$ cat src/rtl/axi_read_slave_fsm.sv
// AXI4 read-channel responder: one outstanding AR, FIXED/INCR/WRAP beat address generation,
// each beat fetched from a 1-cycle-latency synchronous memory port and returned on R.
module axi_read_slave_fsm #(
  parameter int IDW = 12,
  parameter int AW  = 32,
  parameter int DW  = 64
) (
  input  logic           clk,
  input  logic           rst,
  input  logic [IDW-1:0] s_axi_arid,
  input  logic [AW-1:0]  s_axi_araddr,
  input  logic [7:0]     s_axi_arlen,
  input  logic [2:0]     s_axi_arsize,
  input  logic [1:0]     s_axi_arburst,
  input  logic           s_axi_arvalid,
  output logic           s_axi_arready,
  output logic [IDW-1:0] s_axi_rid,
  output logic [DW-1:0]  s_axi_rdata,
  output logic [1:0]     s_axi_rresp,
  output logic           s_axi_rlast,
  output logic           s_axi_rvalid,
  input  logic           s_axi_rready,
  output logic           mem_rd_en,
  output logic [AW-1:0]  mem_rd_addr,
  input  logic [DW-1:0]  mem_rd_data,
  output logic           busy
);

  localparam logic [2:0] MAX_SIZE = 3'($clog2(DW/8));

  typedef enum logic [2:0] {
    S_IDLE,
    S_FETCH,
    S_LOAD,
    S_RESP,
    S_ERR_RESP
  } state_t;

  state_t        state;
  logic [AW-1:0] addr_q;
  logic [7:0]    len_q;
  logic [7:0]    cnt_q;
  logic [2:0]    size_q;
  logic [1:0]    burst_q;

  logic [AW-1:0] bytes;
  logic [AW-1:0] span;
  logic [AW-1:0] base;
  logic [AW-1:0] incr;
  logic [AW-1:0] next_addr;
  logic          ar_err;
  logic          ar_fire;
  logic          r_fire;

  // Valid/ready: a transfer happens on any rising edge where valid and ready are both high;
  // valid, once raised, is held with its payload stable until that transfer (only rst drops it).
  assign ar_fire = s_axi_arvalid && s_axi_arready;
  assign r_fire  = s_axi_rvalid && s_axi_rready;
  assign busy    = (state != S_IDLE);

  assign ar_err = (s_axi_arburst == 2'b11) ||
                  (s_axi_arsize > MAX_SIZE) ||
                  ((s_axi_arburst == 2'b10) && !(s_axi_arlen inside {8'd1, 8'd3, 8'd7, 8'd15}));

  always_comb begin
    bytes     = AW'(1) << size_q;
    span      = ({{(AW-8){1'b0}}, len_q} + AW'(1)) << size_q;
    base      = addr_q & ~(span - AW'(1));
    incr      = addr_q + bytes;
    next_addr = addr_q;
    case (burst_q)
      2'b01:   next_addr = incr;
      2'b10:   next_addr = (incr == base + span) ? base : incr;
      default: next_addr = addr_q;
    endcase
  end

  always_ff @(posedge clk or posedge rst) begin
    if (rst) begin
      state         <= S_IDLE;
      s_axi_arready <= 1'b0;
      s_axi_rvalid  <= 1'b0;
      s_axi_rlast   <= 1'b0;
      s_axi_rdata   <= '0;
      s_axi_rid     <= '0;
      s_axi_rresp   <= 2'b00;
      mem_rd_en     <= 1'b0;
      mem_rd_addr   <= '0;
      addr_q        <= '0;
      len_q         <= '0;
      cnt_q         <= '0;
      size_q        <= '0;
      burst_q       <= '0;
    end else begin
      case (state)
        S_IDLE: begin
          s_axi_arready <= 1'b1;
          if (ar_fire) begin
            s_axi_arready <= 1'b0;
            s_axi_rid     <= s_axi_arid;
            addr_q        <= s_axi_araddr;
            len_q         <= s_axi_arlen;
            cnt_q         <= s_axi_arlen;
            size_q        <= s_axi_arsize;
            burst_q       <= s_axi_arburst;
            if (ar_err) begin
              // Error bursts skip memory entirely and present SLVERR beats straight away.
              state        <= S_ERR_RESP;
              s_axi_rvalid <= 1'b1;
              s_axi_rdata  <= '0;
              s_axi_rresp  <= 2'b10;
              s_axi_rlast  <= (s_axi_arlen == 8'd0);
            end else begin
              state       <= S_FETCH;
              mem_rd_en   <= 1'b1;
              mem_rd_addr <= s_axi_araddr;
            end
          end
        end
        S_FETCH: begin
          mem_rd_en <= 1'b0;
          state     <= S_LOAD;
        end
        S_LOAD: begin
          s_axi_rdata  <= mem_rd_data;
          s_axi_rresp  <= 2'b00;
          s_axi_rlast  <= (cnt_q == 8'd0);
          s_axi_rvalid <= 1'b1;
          state        <= S_RESP;
        end
        S_RESP: begin
          if (r_fire) begin
            s_axi_rvalid <= 1'b0;
            if (s_axi_rlast) begin
              s_axi_rlast   <= 1'b0;
              s_axi_arready <= 1'b1;
              state         <= S_IDLE;
            end else begin
              cnt_q       <= cnt_q - 8'd1;
              addr_q      <= next_addr;
              mem_rd_addr <= next_addr;
              mem_rd_en   <= 1'b1;
              state       <= S_FETCH;
            end
          end
        end
        S_ERR_RESP: begin
          if (r_fire) begin
            if (s_axi_rlast) begin
              s_axi_rvalid  <= 1'b0;
              s_axi_rlast   <= 1'b0;
              s_axi_arready <= 1'b1;
              state         <= S_IDLE;
            end else begin
              cnt_q       <= cnt_q - 8'd1;
              s_axi_rlast <= (cnt_q == 8'd1);
            end
          end
        end
        default: state <= S_IDLE;
      endcase
    end
  end

endmodule

$ cat config.mk
export PLATFORM = sky130hd
export DESIGN_NAME = axi_read_slave_fsm
export DESIGN_NICKNAME = d
export VERILOG_FILES = /design/src/rtl/axi_read_slave_fsm.sv
export SDC_FILE = /design/constraint.sdc
export NUM_CORES = 1
export LEC_CHECK = 0
export BUFFER_PORTS_ARGS = -buffer_cell sky130_fd_sc_hd__buf_2
export CORE_ASPECT_RATIO = 0.6
export CORE_MARGIN = 2
export CORE_UTILIZATION = 35
export CTS_CLUSTER_SIZE = 40
export DETAILED_ROUTE_END_ITERATION = 7
export MAX_ROUTING_LAYER = met4
export PLACE_DENSITY = 0.61
export RECOVER_POWER = 50
export SYNTH_ARGS = -nofsm -noshare
export SYNTH_HDL_FRONTEND = slang
export SYNTH_SLANG_ARGS = --single-unit
export TNS_END_PERCENT = 1
$ cat constraint.sdc
create_clock -name clk -period 7.3 [get_ports clk]
set_input_delay 1.46 -clock clk [delete_from_list [all_inputs] [get_ports clk]]
set_output_delay 1.46 -clock clk [all_outputs]
set_load 0.005 [all_outputs]
# Word level (Yosys, flattened, before mapping)
# Index checks and enable logic that the tools add are counted.
# W data, S select, Z words.
# op_classes
addsub,5
magnitude_cmp,1
eq_ne,24
shift,2
mux,46
n_bitwise,2
reduce_logical,27
# op_table
op,n
$mux W32,6
$pmux W32 S2,3
$mux W64,2
$pmux W64 S2,1
$add A32 B32 Y32,2
$and A32 B32 Y32,1
$eq A32 B32 Y1,1
$not A32 Y32,1
$shl A1 B3 Y32 const A,1
$shl A9 B3 Y32,1
$sub A32 B1 Y32 const B,1
$mux W8,3
$mux W1,17
$eq A8 B1 Y1 const B,2
$logic_not A8 Y1,2
$ne A2 B2 Y1 const B,8
$pmux W8 S2,1
$mux W3,5
$pmux W3 S5,1
$reduce_and A5 Y1,3
$reduce_and A4 Y1,3
$add A8 B1 Y9 const B,1
$eq A8 B2 Y1 const B,1
$eq A8 B3 Y1 const B,1
other kinds (25),39
# totals
regBits,170
inputBits,125
output_inout_bits,115
word_cells,121

# Logic depth before layout (Yosys ltp)
# logic_depth
ltp_word,12
ltp_mapped,31
mapped_depth_nobuf,26

# Worst setup path before layout
# No wires, ideal clock.
# synth_timing
kind,register to register
start,register len_q[1]
end,register addr_q[1]
setup_time_ns,0.121
arrival_ns,6.620
t_required_ns,7.179
setup_slack_ns,0.559
path_stages_with_launch,28
n_path_buf,4
period_less_slack_ns,6.741
cell_sequence,dfrtp_1 ha_1 buf_4 nand4_2 o211a_1 or4_4 mux2_4 o32a_4 nor4_1 buf_2 nand3_1 xor2_1 and2_1 ha_1 a21o_1 a21oi_1 o41ai_4 a211oi_2 a21oi_4 xnor2_1 or4b_4 nor4_4 buf_6 a21oi_2 or2_1 buf_6 a221o_1 a22o_1
# synth_via
elab_chain_cells,12
# synth_lines
element,line_no,rtl
start: declaration,41,logic [7:0] len_q;
start signal: assignment,102,len_q <= s_axi_arlen;
$add A8 B1 Y9 (*),67,"span = ({{(AW-8){1'b0}}, len_q} + AW'(1)) << size_q;"
$shl A9 B3 Y32 (*),67,
$sub A32 B1 Y32,68,base = addr_q & ~(span - AW'(1));
$not A32 Y32,68,
$and A32 B32 Y32,68,
$add A32 B32 Y32,73,2'b10: next_addr = (incr == base + span) ? base : incr;
$eq A32 B32 Y1,73,
$mux W32 (*),73,
$pmux W32 S2 (*),71,case (burst_q)
$mux W32 (*),134,if (s_axi_rlast) begin
$mux W32 (*),132,if (r_fire) begin
$pmux W32 S2 (*),95,case (state)
end signal: assignment,101,addr_q <= s_axi_araddr;
end signal: assignment,140,addr_q <= next_addr;
end: declaration,40,logic [AW-1:0] addr_q;
# Mark *: on every way between the ends. The rest lies on a longest branch, timed or not. The select of a mux whose other input is x is not followed.
# A chain may end at the register's enable or synchronous reset.

# Final worst setup path
# layout_timing
start,register len_q[1]
end,register mem_rd_addr[5]
# layout_via
elab_chain_cells,12
# layout_lines
element,line_no,rtl
$add A8 B1 Y9 (*),67,
$shl A9 B3 Y32 (*),67,
$sub A32 B1 Y32,68,
$not A32 Y32,68,
$and A32 B32 Y32,68,
$add A32 B32 Y32,73,
$eq A32 B32 Y1,73,
$mux W32 (*),73,
$pmux W32 S2 (*),71,
$mux W32 (*),134,
$mux W32 (*),132,
$pmux W32 S2 (*),95,
end signal: assignment,116,mem_rd_addr <= s_axi_araddr;
end signal: assignment,141,mem_rd_addr <= next_addr;
end: declaration,24,"output logic [AW-1:0] mem_rd_addr,"
# Marked as above.

==> key figures <==
STA
  • Fmax: 0.141 GHz
  • Final worst-path cycle share: 0.972
  • Final max-slew violation count: 154
  • Max Clock Skew: 0.0221 ns
  • Final hold violations: 0
  • Tmin final: 7.09 ns
  • Rel. slew slack: -1.94
  • Final count of negative-setup-slack endpoints: 0
  • Tightest Pin Transition: 4.41 ns

Clock tree
  • CTS tree: done
  • TritonCTS Buffers: 17
  • CTS Sinks: 169
  • Clk_lat worst skew: 0.45 ns
  • Reg clk slew, reported paths: 0.08 ns
  • CTS H-Tree Depth: 4
  • Root buf cell: clkbuf_16
  • Bufs on Longest Clock Path: 2
  • Cts hold-fix bufs: 0

Critical path
  • Critical setup path kind: reg -> reg
  • CP endpoint: mem_rd_addr[5]
  • Worst Path Required: 7.63 ns
  • Crit. End Element: flip-flop
  • FF-to-FF path depth: 27
  • Crit path launch type: flip-flop
  • R2R setup slack: 0.21 ns
  • Critical Path Start: len_q[1]
  • Crit-path max FO: 26
  • R2R Path Start: len_q[1]
  • Reg2Reg Capture Point: mem_rd_addr[5]
  • CP arrival: 7.43 ns

Logic synthesis
  • Mapped cell area: 12400 µm²
  • Synth cell count leaders: nand2_1, dfrtp_1, nor2_1
  • Top cell type's share of synthesized area: 0.342
  • Synth area leader: dfrtp_1
  • Sequential area share after synthesis: 0.342
  • Synth Net Count: 1639
  • Synthesized area per cell: 8.29 µm²
  • Most used DFF post-synth: dfrtp_1
  • Yosys reg bits: 169
  • Synth top area cells: dfrtp_1, nand2_1, a22o_1
  • Most numerous cell in the Yosys netlist: nand2_1
  • Syn. warnings: 0
  • Post-synth EDFFs: 0
  • Post-Synthesis Cells: 1492
  • Ys async rst share: 1.00
  • Count of cell types in the netlist: 106

Layout
  • Multi-input gate area: 7680 µm²
  • FF/Latch Area: 4230 µm²
  • Final core occ: 0.424
  • Syn-to-layout area delta: 19.6%
  • Final #Nets: 1848
  • Non-filler instance count after layout: 2183
  • Share of layout cells above drive strength 1: 0.200
  • Fillers: 3566

Place
  • Dpl hpwl: 38500 µm
  • Port bufs: 238
  • RePlAce Congestion: 1.05
  • Placed cell count: 2146

Global route
  • Vias in the first global route: 12200
  • Gr usage total: 0.281
  • Met1 usage: 0.417
  • Congestion Overflow GR: 0
  • Grt peak-use layer: met1
  • Antenna violations before repair: 2
  • Largest net degree at the start of global routing: 118
  • GR Util met3: 0.0863
  • First-pass GRT wire length: 76300 µm
  • Met2 global-route usage: 0.375

Routing
  • Wirelength per Cell: 23.2 µm
  • DRT iter0 DRCs: 1667
  • Vias: 13300
  • First drt pass iteration count: 5
  • Final WL: 50600 µm
  • Via-per-instance ratio: 6.08
  • Residual DRC count: 0
  • ANT nets after route: 0

Power and ir drop
  • Sequential share of power: 0.218
  • Comb pwr share: 0.680
  • Sw Share: 0.543
  • Power density cells: 617 nW/µm²
  • Max VDD drop: 0.235 mV
  • Sw Pwr: 4.96 mW
  • Lkg Pwr: 6.35 nW
  • Pwr Total: 9.13 mW
  • Internal: 4.17 mW
  • Clk pwr share: 0.102

Run status
  • Failing checks: capacitance limit, slew limit
  • Status: finished with violations

Floorplanning
  • Die Area: 36900 µm²
  • Site Rows: 53
  • Starting Density: 0.355
  • IO Count: 240
  • Std-Cell Core Area: 34900 µm²
  • Die Ht: 150 µm
  • Die X-Extent: 247 µm

Hold path
  • Worst Hold Class: reg -> reg

Job
  • Max-cap violations: 2
-- registers in the layout, indices dropped and copies added (netlist names), 2 cells and up --
signal	flops
cnt_q	8
s_axi_rdata	64
size_q	3
s_axi_rid	12
mem_rd_addr	32
len_q	8
state	3
addr_q	32
burst_q	2
-- stage by stage --
step / worst slack (ns) / instance area (µm²) / hold slack (ns) / TNS (ns)
floorplan: 0.559 / 12400 / 0.463 / 0
global placement: 0.192 / 14100 / 0.454 / 0
detailed placement: -0.00567 / 14100 / 0.457 / -0.00567
CTS: -0.00221 / 14700 / 0.474 / -0.00221
global route: -0.0166 / 14800 / 0.503 / -0.0321
finish: 0.205 / 14800 / 0.475 / 0
-- power by group through the flow --
| stage | clock, mW | sequential (mW) | combinational (mW) |
|---|---|---|---|
| floorplan | 0 | 1.71 | 4.00 |
| global placement | 0 | 1.95 | 5.86 |
| detailed placement | 0 | 1.95 | 5.90 |
| CTS | 0.950 | 1.95 | 5.92 |
| global route | 0.989 | 2.04 | 6.69 |
| finish | 0.931 | 1.99 | 6.21 |
-- per-layer routing --
metal | routed length [µm] | up-vias | share of wire
met5 | 0 | - | 0
met4 | 492 | 0 | 0.0097
met3 | 6090 | 45 | 0.12
met2 | 20200 | 747 | 0.40
met1 | 23900 | 6500 | 0.47
li1 | - | 5976 | -
-- what timing repair did --
action / in CTS / in global routing
buffers inserted: 0 / 3
setup endpoints to repair: 3 / 64
pin swaps: 0 / 3
resized for setup: 1 / 28
-- cell families (layout without fill, tap and decap cells) --
| logic type | after synthesis | after routing | share of synthesized area |
|---|---|---|---|
| AND/OR/NAND/NOR | 586 | 586 | 0.234 |
| adder cells (fa/ha/maj) | 22 | 22 | 0.0229 |
| AO/OA/AOI/OAI | 477 | 477 | 0.282 |
| flip-flops | 169 | 169 | 0.342 |
| multiplexers | 22 | 22 | 0.0188 |
| buffers and inverters | 142 | 364 | 0.0483 |
| XOR/XNOR | 73 | 73 | 0.0517 |
| other | 1 | 3 | 0.000303 |
-- layout make-up --
type,instances,share of cell area
tap,467,0.0395
timing repair buffer,296,0.106
multi-input combinational,1181,0.519
clock buffer,18,0.0297
inverter,36,0.00914
clock inverter,14,0.00998
antenna,2,0.000338
sequential,169,0.286
-- cell usage in the layout, fill, tap and decap left out, types with 20 or more instances in the layout --
master	instances
nand2_1	225
buf_2	174
dfrtp_1	167
nor2_1	110
a21oi_1	90
o21ai_0	81
a22o_1	73
clkbuf_1	65
nand3_1	62
buf_4	55
xnor2_1	51
inv_1	32
nor3_1	24
nand4_1	23
xor2_1	22
o211ai_1	21
ha_1	20
-- worst max-delay path, stage by stage (launching register included) --
cell       delay [ns]
dfrtp_2          0.41
ha_1             0.20
nand4_2          0.17
o211a_1          0.26
or4_4            0.51
mux2_4           0.34
o32a_4           0.43
nor4_4           0.24
nand2_1          0.13
a21oi_1          0.18
ha_1             0.25
and2_1           0.20
ha_4             0.34
nand3_4          0.11
o41ai_4          0.49
buf_4            0.21
a21oi_1          0.04
o21ai_0          0.15
a32oi_1          0.18
a2111o_1         0.35
a2111oi_2        0.39
buf_4            0.22
and2_1           0.20
buf_12           0.20
o21ai_0          0.11
o22ai_1          0.36
buf_4            0.20
o21ai_0          0.08
-- how the worst min path moves through the flow --
stage | start | endpoint | slack (ns) | depth (start not counted)
after floorplan | cnt_q[1] | cnt_q[1] | 0.46 | 2
after global placement | s_axi_rid[8] | s_axi_rid[8] | 0.45 | 2
after detailed placement | s_axi_rid[0] | s_axi_rid[0] | 0.46 | 2
after CTS | s_axi_rid[0] | s_axi_rid[0] | 0.47 | 2
after global routing | s_axi_rid[4] | s_axi_rid[4] | 0.50 | 2
final | s_axi_rid[0] | s_axi_rid[0] | 0.48 | 2
No activity file was read; power rests on OpenSTA's default activity.
